--- src/rtl/trap_pkg.sv ---
// Shared definitions for the writeback trap sequencer: cause codes,
// wb_exc bit positions and the sequencer state encoding.
package trap_pkg;

  // Synchronous exception cause codes (mcause with interrupt bit clear)
  localparam logic [3:0] CAUSE_FETCH_MISALIGN = 4'd0;
  localparam logic [3:0] CAUSE_FETCH_FAULT    = 4'd1;
  localparam logic [3:0] CAUSE_ILLEGAL        = 4'd2;
  localparam logic [3:0] CAUSE_BREAKPOINT     = 4'd3;
  localparam logic [3:0] CAUSE_LOAD_MISALIGN  = 4'd4;
  localparam logic [3:0] CAUSE_LOAD_FAULT     = 4'd5;
  localparam logic [3:0] CAUSE_STORE_MISALIGN = 4'd6;
  localparam logic [3:0] CAUSE_STORE_FAULT    = 4'd7;
  localparam logic [3:0] CAUSE_ECALL_M        = 4'd11;

  // Interrupt cause codes (mcause with interrupt bit set)
  localparam logic [3:0] IRQ_MSI = 4'd3;
  localparam logic [3:0] IRQ_MTI = 4'd7;
  localparam logic [3:0] IRQ_MEI = 4'd11;

  // Bit positions inside wb_exc
  localparam int EXC_W              = 9;
  localparam int EXC_FETCH_MISALIGN = 0;
  localparam int EXC_FETCH_FAULT    = 1;
  localparam int EXC_ILLEGAL        = 2;
  localparam int EXC_BREAKPOINT     = 3;
  localparam int EXC_LOAD_MISALIGN  = 4;
  localparam int EXC_LOAD_FAULT     = 5;
  localparam int EXC_STORE_MISALIGN = 6;
  localparam int EXC_STORE_FAULT    = 7;
  localparam int EXC_ECALL          = 8;

  typedef enum logic [1:0] {
    IDLE     = 2'd0,
    REDIRECT = 2'd1,
    WFI      = 2'd2
  } state_t;

endpackage

--- src/rtl/trap_priority.sv ---
// Combinational trap encoder: picks the winning interrupt or exception
// and produces its cause code. Interrupts always outrank exceptions.
module trap_priority
  import trap_pkg::*;
(
  input  logic             eip,
  input  logic             sip,
  input  logic             tip,
  input  logic [EXC_W-1:0] wb_exc,
  output logic             take,
  output logic             is_interrupt,
  output logic [3:0]       cause
);

  // Fixed-priority select: eip > sip > tip > fetch > illegal > ebreak >
  // ecall > misaligned ls > faulting ls
  always_comb begin
    // NOTE: every output gets a default first so no path can infer a latch.
    take         = 1'b1;
    is_interrupt = 1'b0;
    cause        = CAUSE_FETCH_MISALIGN;
    if (eip) begin
      is_interrupt = 1'b1;
      cause        = IRQ_MEI;
    end else if (sip) begin
      is_interrupt = 1'b1;
      cause        = IRQ_MSI;
    end else if (tip) begin
      is_interrupt = 1'b1;
      cause        = IRQ_MTI;
    end else if (wb_exc[EXC_FETCH_MISALIGN]) cause = CAUSE_FETCH_MISALIGN;
    else if (wb_exc[EXC_FETCH_FAULT])        cause = CAUSE_FETCH_FAULT;
    else if (wb_exc[EXC_ILLEGAL])            cause = CAUSE_ILLEGAL;
    else if (wb_exc[EXC_BREAKPOINT])         cause = CAUSE_BREAKPOINT;
    else if (wb_exc[EXC_ECALL])              cause = CAUSE_ECALL_M;
    else if (wb_exc[EXC_STORE_MISALIGN])     cause = CAUSE_STORE_MISALIGN;
    else if (wb_exc[EXC_LOAD_MISALIGN])      cause = CAUSE_LOAD_MISALIGN;
    else if (wb_exc[EXC_STORE_FAULT])        cause = CAUSE_STORE_FAULT;
    else if (wb_exc[EXC_LOAD_FAULT])         cause = CAUSE_LOAD_FAULT;
    else                                     take  = 1'b0;
  end

endmodule

--- src/rtl/trap_control.sv ---
// Writeback-stage trap sequencer: retires, traps, executes MRET or parks
// in WFI for each instruction leaving writeback, pulses the CSR side-band
// and redirects fetch through a valid/ready handshake.
module trap_control
  import trap_pkg::*;
#(
  parameter int              XLEN     = 32,
  parameter logic [XLEN-1:0] RESET_PC = '0
) (
  input  logic             clk,
  input  logic             rst_n,
  input  logic             wb_valid,
  output logic             wb_ready,
  input  logic [XLEN-1:0]  wb_pc,
  input  logic [EXC_W-1:0] wb_exc,
  input  logic             wb_mret,
  input  logic             wb_wfi,
  input  logic             eip,
  input  logic             tip,
  input  logic             sip,
  input  logic [XLEN-1:0]  trap_vector,
  input  logic [XLEN-1:0]  mret_vector,
  output logic             retired,
  output logic             traped,
  output logic             mret,
  output logic [XLEN-1:0]  ecp,
  output logic [3:0]       trap_cause,
  output logic             interupt,
  output logic             flush,
  output logic             redirect_valid,
  output logic [XLEN-1:0]  redirect_pc,
  input  logic             redirect_ready
);

  state_t           state;
  logic             accept;
  logic             take;
  logic             take_irq;
  logic [3:0]       take_cause;
  logic [EXC_W-1:0] exc_in;
  logic [XLEN-1:0]  wake_pc;

  assign wb_ready = (state == IDLE);
  assign accept   = wb_valid && wb_ready;

  // Exception flags only matter for an accepted instruction; while parked
  // in WFI the encoder must react to interrupts alone.
  assign exc_in = accept ? wb_exc : '0;

  trap_priority u_priority (
    .eip          (eip),
    .sip          (sip),
    .tip          (tip),
    .wb_exc       (exc_in),
    .take         (take),
    .is_interrupt (take_irq),
    .cause        (take_cause)
  );

  // Redirect request and squash follow the state directly, so an async
  // reset drops them without waiting for a clock edge.
  assign redirect_valid = (state == REDIRECT);
  assign flush          = redirect_valid || (accept && (take || wb_mret));

  // Sequencer FSM with registered CSR pulses and latched redirect target
  always_ff @(posedge clk or negedge rst_n) begin
    if (!rst_n) begin
      state       <= IDLE;
      retired     <= 1'b0;
      traped      <= 1'b0;
      mret        <= 1'b0;
      interupt    <= 1'b0;
      ecp         <= '0;
      trap_cause  <= '0;
      redirect_pc <= RESET_PC;
      wake_pc     <= '0;
    end else begin
      // NOTE: non-blocking assignments so every register samples the
      // pre-edge values; the defaults below make the pulses one cycle wide.
      retired  <= 1'b0;
      traped   <= 1'b0;
      mret     <= 1'b0;
      interupt <= 1'b0;
      case (state)
        IDLE: begin
          if (accept) begin
            if (take) begin
              traped      <= 1'b1;
              interupt    <= take_irq;
              trap_cause  <= take_cause;
              ecp         <= wb_pc;
              redirect_pc <= trap_vector;
              state       <= REDIRECT;
            end else if (wb_mret) begin
              mret        <= 1'b1;
              retired     <= 1'b1;
              redirect_pc <= mret_vector;
              state       <= REDIRECT;
            end else if (wb_wfi) begin
              retired <= 1'b1;
              wake_pc <= wb_pc + XLEN'(4);
              state   <= WFI;
            end else begin
              retired <= 1'b1;
            end
          end
        end
        REDIRECT: begin
          if (redirect_ready) state <= IDLE;
        end
        WFI: begin
          if (take) begin
            traped      <= 1'b1;
            interupt    <= 1'b1;
            trap_cause  <= take_cause;
            ecp         <= wake_pc;
            redirect_pc <= trap_vector;
            state       <= REDIRECT;
          end
        end
        default: state <= IDLE;
      endcase
    end
  end

endmodule

--- config.mk ---
export PLATFORM = sky130hd
export DESIGN_NAME = trap_control
export DESIGN_NICKNAME = d
export VERILOG_FILES = /design/src/rtl/trap_pkg.sv /design/src/rtl/trap_priority.sv /design/src/rtl/trap_control.sv
export SDC_FILE = /design/constraint.sdc
export NUM_CORES = 1
export LEC_CHECK = 0
export CAP_MARGIN = 15
export CORE_MARGIN = 4
export CORE_UTILIZATION = 45
export DETAILED_ROUTE_END_ITERATION = 7
export PLACE_DENSITY = 0.8
export SLEW_MARGIN = 40
export SYNTH_ARGS = -nofsm -noshare
export SYNTH_HDL_FRONTEND = slang
export SYNTH_SLANG_ARGS = --single-unit
export TNS_END_PERCENT = 50
--- constraint.sdc ---
create_clock -name clk -period 2.4 [get_ports clk]
set_clock_uncertainty 0.15 [all_clocks]
set_input_delay 0.48 -clock clk [delete_from_list [all_inputs] [get_ports clk]]
set_output_delay 0.48 -clock clk [all_outputs]
set_load 0.03 [all_outputs]
# Word level (Yosys, flattened, before mapping)
# Cells that the tools add are included.
[totals] register_bits=106 ramBits=0 n_memories=0 romBits=0 latch_bits=0
[op_classes] magnitude_cmp=0 div_mod_pow=0 n_mux=60 reduce_logical=11 addsub=1 mul=0 shifts=0 n_eq_ne=8 bitwise=2
[op_table] op="two-way mux 32 bit" n=7
[op_table] op="one-hot mux 32 bit (2 select lines)" n=2
[op_table] op="two-way mux 4 bit" n=13
[op_table] op="adder 32 x 3 -> 32 bit (second input constant)" n=1
[op_table] op="two-way mux 1 bit" n=26
[op_table] op="two-way mux 2 bit" n=6
[op_table] op="AND reduction 4 bit" n=3
[op_table] op="two-way mux 9 bit" n=1
[op_table] op="one-hot mux 4 bit (2 select lines)" n=1
[op_table] op="!= test 2 x 1 -> 1 bit (second input constant)" n=3
[op_table] op="one-hot mux 2 bit (3 select lines)" n=1
[op_table] op="AND reduction 5 bit" n=1
[op_table] op="!= test 4 x 1 -> 1 bit (second input constant)" n=1
[op_table] op="one-hot mux 1 bit (2 select lines)" n=2
[op_table] op="two-way mux 3 bit" n=1
[op_table] op="!= test 3 x 1 -> 1 bit (second input constant)" n=1
[op_table] op="== test 2 x 1 -> 1 bit (second input constant)" n=1
[op_table] op="== test 2 bit (second input constant)" n=1
[op_table] op="logical AND 1 bit" n=2
[op_table] op="zero test 2 bit" n=1
[op_table] op="logical OR 1 bit" n=2
[op_table] op="!= test 2 bit (second input constant)" n=1
[op_table] op="inverter 1 bit" n=2
[op_table] op="AND reduction 2 bit" n=1
[op_table] op="nonzero test 2 bit" n=1

# Longest topological paths before layout
# Gate-level depths: netlist (run 1).
[depth] ltp_word=18 depth_mapped=7

# By module
# Synthesis (run 1) repeated with hierarchy kept, for this count alone.
[hier_totals] cells_unflattened=529 area_unflattened_um2=5313.8
[modules_own_cells] mod="trap_control" n_inst=1 seq_area_each_um2=2652.5 area_per_inst_um2=5197.5 cells_each=511
[modules_own_cells] mod="trap_priority" n_inst=1 seq_area_each_um2=0.0 area_per_inst_um2=116.4 cells_each=18

# Least setup slack after synthesis (run 1)
# No wires, ideal clock.
[synth_path] path_type="input-to-reg" startpoint="input port wb_exc[5]" endpoint="register redirect_pc[10]" slack_ns=0.390 n_path_buf=2 setup_ns=0.124 arrival_time_ns=1.736 cell_stages=7 required_time_ns=2.126 path_cell_list="nor4_4 -> a31oi_4 -> or3_1 -> buf_2 -> buf_6 -> nand2_1 -> a2bb2oi_1"
[synth_between] elab_chain_cells=16
[synth_lines] item="start: declaration" line_no="trap_control.sv:15" rtl="input logic [EXC_W-1:0] wb_exc,"
[synth_lines] item="two-way mux 9 bit (*)" line_no="trap_control.sv:48" rtl="assign exc_in = accept ? wb_exc : '0;"
[synth_lines] item="two-way mux 1 bit (*)" line_no="trap_priority.sv:39" rtl="else if (wb_exc[EXC_LOAD_FAULT]) cause = CAUSE_LOAD_FAULT;"
[synth_lines] item="two-way mux 1 bit (*)" line_no="trap_priority.sv:38" rtl="else if (wb_exc[EXC_STORE_FAULT]) cause = CAUSE_STORE_FAULT;"
[synth_lines] item="two-way mux 1 bit (*)" line_no="trap_priority.sv:37" rtl="else if (wb_exc[EXC_LOAD_MISALIGN]) cause = CAUSE_LOAD_MISALIGN;"
[synth_lines] item="two-way mux 1 bit (*)" line_no="trap_priority.sv:36" rtl="else if (wb_exc[EXC_STORE_MISALIGN]) cause = CAUSE_STORE_MISALIGN;"
[synth_lines] item="two-way mux 1 bit (*)" line_no="trap_priority.sv:35" rtl="else if (wb_exc[EXC_ECALL]) cause = CAUSE_ECALL_M;"
[synth_lines] item="two-way mux 1 bit (*)" line_no="trap_priority.sv:34" rtl="else if (wb_exc[EXC_BREAKPOINT]) cause = CAUSE_BREAKPOINT;"
[synth_lines] item="two-way mux 1 bit (*)" line_no="trap_priority.sv:33" rtl="else if (wb_exc[EXC_ILLEGAL]) cause = CAUSE_ILLEGAL;"
[synth_lines] item="two-way mux 1 bit (*)" line_no="trap_priority.sv:32" rtl="else if (wb_exc[EXC_FETCH_FAULT]) cause = CAUSE_FETCH_FAULT;"
[synth_lines] item="two-way mux 1 bit (*)" line_no="trap_priority.sv:31" rtl="end else if (wb_exc[EXC_FETCH_MISALIGN]) cause = CAUSE_FETCH_MISALIGN;"
[synth_lines] item="two-way mux 1 bit (*)" line_no="trap_priority.sv:28" rtl="end else if (tip) begin"
[synth_lines] item="two-way mux 1 bit (*)" line_no="trap_priority.sv:25" rtl="end else if (sip) begin"
[synth_lines] item="two-way mux 1 bit (*)" line_no="trap_priority.sv:22" rtl="if (eip) begin"
[synth_lines] item="two-way mux 32 bit" line_no="trap_control.sv:87" rtl="if (take) begin"
[synth_lines] item="two-way mux 32 bit" line_no="trap_control.sv:86" rtl="if (accept) begin"
[synth_lines] item="one-hot mux 32 bit (2 select lines)" line_no="trap_control.sv:84" rtl="case (state)"
[synth_lines] item="end signal: assignment" line_no="trap_control.sv:92" rtl="redirect_pc <= trap_vector;"
[synth_lines] item="end signal: assignment" line_no="trap_control.sv:97" rtl="redirect_pc <= mret_vector;"
[synth_lines] item="end signal: assignment" line_no="trap_control.sv:117" rtl="redirect_pc <= trap_vector;"
[synth_lines] item="end: declaration" line_no="trap_control.sv:31" rtl="output logic [XLEN-1:0] redirect_pc,"
# Mark *: on every way between the ends. The rest lies on a longest branch, timed or not. The select of a mux whose other input is x is not followed.
# A chain may end at the register's enable or synchronous reset.

# Worst setup path in the final report (run 1)
[layout_path] startpoint="input port wb_exc[7]" endpoint="output port flush"
[layout_between] elab_chain_cells=15
[layout_lines] item="two-way mux 9 bit" line_no="trap_control.sv:48"
[layout_lines] item="two-way mux 1 bit" line_no="trap_priority.sv:38"
[layout_lines] item="two-way mux 1 bit" line_no="trap_priority.sv:37"
[layout_lines] item="two-way mux 1 bit" line_no="trap_priority.sv:36"
[layout_lines] item="two-way mux 1 bit" line_no="trap_priority.sv:35"
[layout_lines] item="two-way mux 1 bit" line_no="trap_priority.sv:34"
[layout_lines] item="two-way mux 1 bit" line_no="trap_priority.sv:33"
[layout_lines] item="two-way mux 1 bit" line_no="trap_priority.sv:32"
[layout_lines] item="two-way mux 1 bit" line_no="trap_priority.sv:31"
[layout_lines] item="two-way mux 1 bit" line_no="trap_priority.sv:28"
[layout_lines] item="two-way mux 1 bit" line_no="trap_priority.sv:25"
[layout_lines] item="two-way mux 1 bit" line_no="trap_priority.sv:22"
[layout_lines] item="logical OR 1 bit" line_no="trap_control.sv:63" rtl="assign flush = redirect_valid || (accept && (take || wb_mret));"
[layout_lines] item="logical AND 1 bit" line_no="trap_control.sv:63"
[layout_lines] item="logical OR 1 bit" line_no="trap_control.sv:63"
[layout_lines] item="end: declaration" line_no="trap_control.sv:29" rtl="output logic flush,"
# Every way passes these cells.

==> results of run 1 <==
[power by group through the flow]
stage	clock network, mW	logic [mW]	registers, mW
finish	1.51	2.14	2.22
global route	1.61	2.28	2.25
CTS	1.55	2.12	2.21
detailed placement	0	2.05	2.24
global placement	0	2.00	2.24
floorplan	0	0.468	2.76
[repair_timing]
item | in CTS | in global routing
resized for setup | 22 | 24
buffers inserted | 7 | 4
hold buffers | 1 | 0
endpoints found under the setup margin | 1 | 34
cloned | 2 | 1
pin swaps | 3 | 4
hold endpoints to repair | 38 | 0
[routing by layer]
layer	vias up	routed length (um)	track usage, %
met4	0	525	9.70
met2	186	7830	41.6
met3	37	1270	5.48
met1	2379	6180	28.3
met5	-	0	0
li1	2320	-	-
[worst reg2reg max path, stage by stage (launching register included)]
cell and delay, ns:
dfrtp_1 0.44, nor2_2 0.17, and2_4 0.17, nand2_1 0.07
buf_4 0.14, buf_4 0.12, buf_4 0.12, buf_4 0.12
buf_4 0.12, buf_4 0.13, o21ai_4 0.13, clkbuf_16 0.25
a2bb2oi_2 0.13
[area by class of cell]
class | count | area, um^2
Clock buffer | 10 | 239
Clock inverter | 6 | 65.1
Multi-Input combinational cell | 381 | 2490
Tap cell | 140 | 175
Inverter | 6 | 22.5
Antenna cell | 1 | 2.50
Timing Repair Buffer | 258 | 2560
Fill cell | 762 | 2870
Sequential cell | 106 | 2650
[worst paths after layout]
| check | startpoint | endpoint | slack, ns | cells past startpoint |
|---|---|---|---|---|
| min in group asynchronous | rst_n | redirect_pc[21] | 0.49 | 2 |
| min | wb_mret | mret | 0.30 | 2 |
| max reg2reg | state[1] | redirect_pc[4] | 0.09 | 12 |
| max | wb_exc[7] | flush | 0.05 | 8 |
| max in group asynchronous | rst_n | state[0] | 1.00 | 3 |
| min reg2reg | ecp[6] | ecp[6] | 0.33 | 2 |
[Yosys cell counts]
| master | instances | area share, % |
|---|---|---|
| nor3_1 | 6 | 0.58 |
| inv_1 | 5 | 0.36 |
| or3b_4 | 1 | 0.22 |
| nor4_1 | 1 | 0.12 |
| nor3_2 | 3 | 0.58 |
| buf_2 | 12 | 1.2 |
| nor2b_1 | 3 | 0.36 |
| mux2_2 | 1 | 0.22 |
| clkbuf_1 | 15 | 1.1 |
| a22oi_2 | 1 | 0.24 |
| o21ai_0 | 63 | 6.1 |
| mux2i_1 | 30 | 5.8 |
| nand2b_1 | 3 | 0.36 |
| nand4_1 | 9 | 1.1 |
| nand3_1 | 14 | 1.3 |
| and2_1 | 3 | 0.36 |
| nand2_1 | 105 | 7.6 |
| nand4_4 | 1 | 0.41 |
| a21oi_1 | 41 | 3.9 |
| xor2_1 | 20 | 3.4 |
| mux2_4 | 2 | 0.58 |
| nor3_4 | 1 | 0.31 |
| and3_1 | 3 | 0.36 |
| o41ai_2 | 1 | 0.31 |
| ha_1 | 1 | 0.24 |
| nand4b_4 | 1 | 0.46 |
| nor2_2 | 1 | 0.12 |
| xnor2_1 | 8 | 1.3 |
| nor2_1 | 13 | 0.94 |
| a31oi_4 | 1 | 0.41 |
| buf_6 | 4 | 0.87 |
| and4_1 | 2 | 0.34 |
| a2bb2oi_1 | 32 | 5.4 |
| dfrtp_1 | 106 | 51 |
| or3_1 | 2 | 0.24 |
| a31oi_1 | 2 | 0.24 |
| nor4_4 | 3 | 1.2 |
| inv_2 | 1 | 0.072 |
| o21ai_1 | 3 | 0.29 |
[through the flow]
step	setup TNS, ns	total power, mW	area (um^2)	cells	hold slack, ns
floorplan	0	3.23	5200	524	0.0344
global placement	-27.32	4.24	7600	874	0.311
detailed placement	-22.20	4.29	7610	876	0.319
CTS	0	5.88	8080	902	0.335
global route	-0.0151	6.14	8200	908	0.321
finish	0	5.88	8200	908	0.296
[registers in the layout, summed over array words and instances (netlist names)]
signal,count
wake_pc,32
trap_cause,4
mret,1
state,2
ecp,32
interupt,1
traped,1
retired,1
redirect_pc,32
[kinds of logic (layout without fill, tap and decap cells)]
kind of cell,count (synthesis),count (layout),synth area share [%]
AND/OR/NAND/NOR,175,175,17.0
AO/OA/AOI/OAI,144,144,16.9
flip-flops,106,106,51.0
buffers and inverters,37,280,3.54
multiplexers,33,33,6.57
XOR/XNOR,28,28,4.72
adder cells (fa/ha/maj),1,1,0.241
other,0,1,0
==> key figures, run 1 <==
Run status
  • Status: completed

Placement
  • Hpwl dp: 11.5 mm
  • I/O Buffers: 188
  • Gpl congestion: 0.841
  • DP Worst Slack: -0.369 ns

Floorplan
  • Initial Utilization: 46.9%
  • # IOs: 189
  • Chip height: 115 um
  • Core Rows: 38
  • Die ar.: 0.0133 mm^2
  • Area of the core: 0.0111 mm^2
  • Die Wd: 115 um

Pwr
  • Switching Share: 33.5%
  • Clock network power share: 25.7%
  • Sequential power share: 37.8%
  • PwrDens: 716 mW/mm^2
  • Internal power: 3.91 mW
  • Pleak: 3.53 nW
  • Worst VDD drop: 0.538 mV
  • Share of power burned in combinational logic: 36.5%
  • Psw: 1.97 mW

Route
  • Via count: 4922
  • DRT Pass-1 Iters: 4
  • Post-DRT Antenna Nets: 0
  • WL/cell: 17.4 um
  • Total Routed Length: 15.8 mm
  • DR vias/cell: 5.42
  • Post-route DRC: 0
  • Iteration-0 DRC Markers: 287

Timing
  • PnR worst setup slack: 0.0528 ns
  • Crit share post-route: 97.8%
  • Max Slew Vio Count: 0
  • Endpoints failing setup: 0
  • Period minus WS final: 2.35 ns
  • Final hold vios: 0
  • Fmax: 0.426 GHz
  • Tightest Pin Transition: 0.574 ns
  • Rel. slew slack: 61.7%

Synthesis
  • Netlist cell types: 39
  • Synth warnings: 0
  • Syn Inst Count: 524
  • Syn Nets: 639
  • Post-Syn Area: 0.00520 mm^2
  • Syn Area/Cell: 9.92 um^2
  • Seq/Total Area, Yosys: 51.0%
  • Synthesized flop and latch total: 106

Critical path
  • CP Buf/Inv Count: 4
  • Critical path capture point type: output port
  • Worst path slowest cell: nor4_4
  • WS Path Type: in -> out
  • CP Cell Sequence: clkdlybuf4s15_1 > nor4_4 > buf_4 > nand4_1 > nand2_1 > buf_4 > nand2_1 > buf_6
  • Critical path startpoint category: primary input
  • Worst path top cell family by delay: buffers and inverters
  • Arr. time, crit path: 1.72 ns
  • Required time of the critical path: 1.77 ns
  • CP Max Fanout: 2
  • Worst path max stage delay: 0.28 ns

Clock network
  • Clk Latency, worst-skew pair: 0.35 ns
  • Root buffer cell: clkbuf_16
  • H-tree Lvls: 3
  • CTS sink cnt: 106
  • CTS Buf Count: 9
  • CTS max path bufs: 2
  • Clock transition at path regs: 0.07 ns
  • CTS tree: done

Cells and area
  • Share of cells above drive strength 1: 16.2%
  • Final core utilization: 74.1%
  • Commonest non-fill, non-tap cell in the layout: clkdlybuf4s50_1
  • Nets: 877
  • Most frequent cells in the layout: 171 x clkdlybuf4s50_1, 105 x nand2_1, 105 x dfrtp_1
  • Area grow syn2layout: 57.8%

Global routing
  • Global-route wire length before repair: 25.0 mm
  • Largest net degree at the start of global routing: 41
  • Vias in the first global route: 5085
  • Initial antenna violation count: 1
  • All-Layer GR Usage: 23.8%
  • Remaining Overflow, GRT: 0

Run
  • Max Cap Viol: 0

Worst hold path
  • Hold Path Class: in -> reg
No activity file was read; power rests on OpenSTA's default activity.
==> run 2, diff against run 1 <==
--- a/config.mk
+++ b/config.mk
@@ -5,7 +5,7 @@
 export SDC_FILE = /design/constraint.sdc
 export NUM_CORES = 1
 export LEC_CHECK = 0
-export CAP_MARGIN = 15
+export CAP_MARGIN = 10
 export CORE_MARGIN = 4
 export CORE_UTILIZATION = 45
 export DETAILED_ROUTE_END_ITERATION = 7
==> results of run 2 <==
Same layout as run 1: the final DEF is identical, and so are final timing and power.
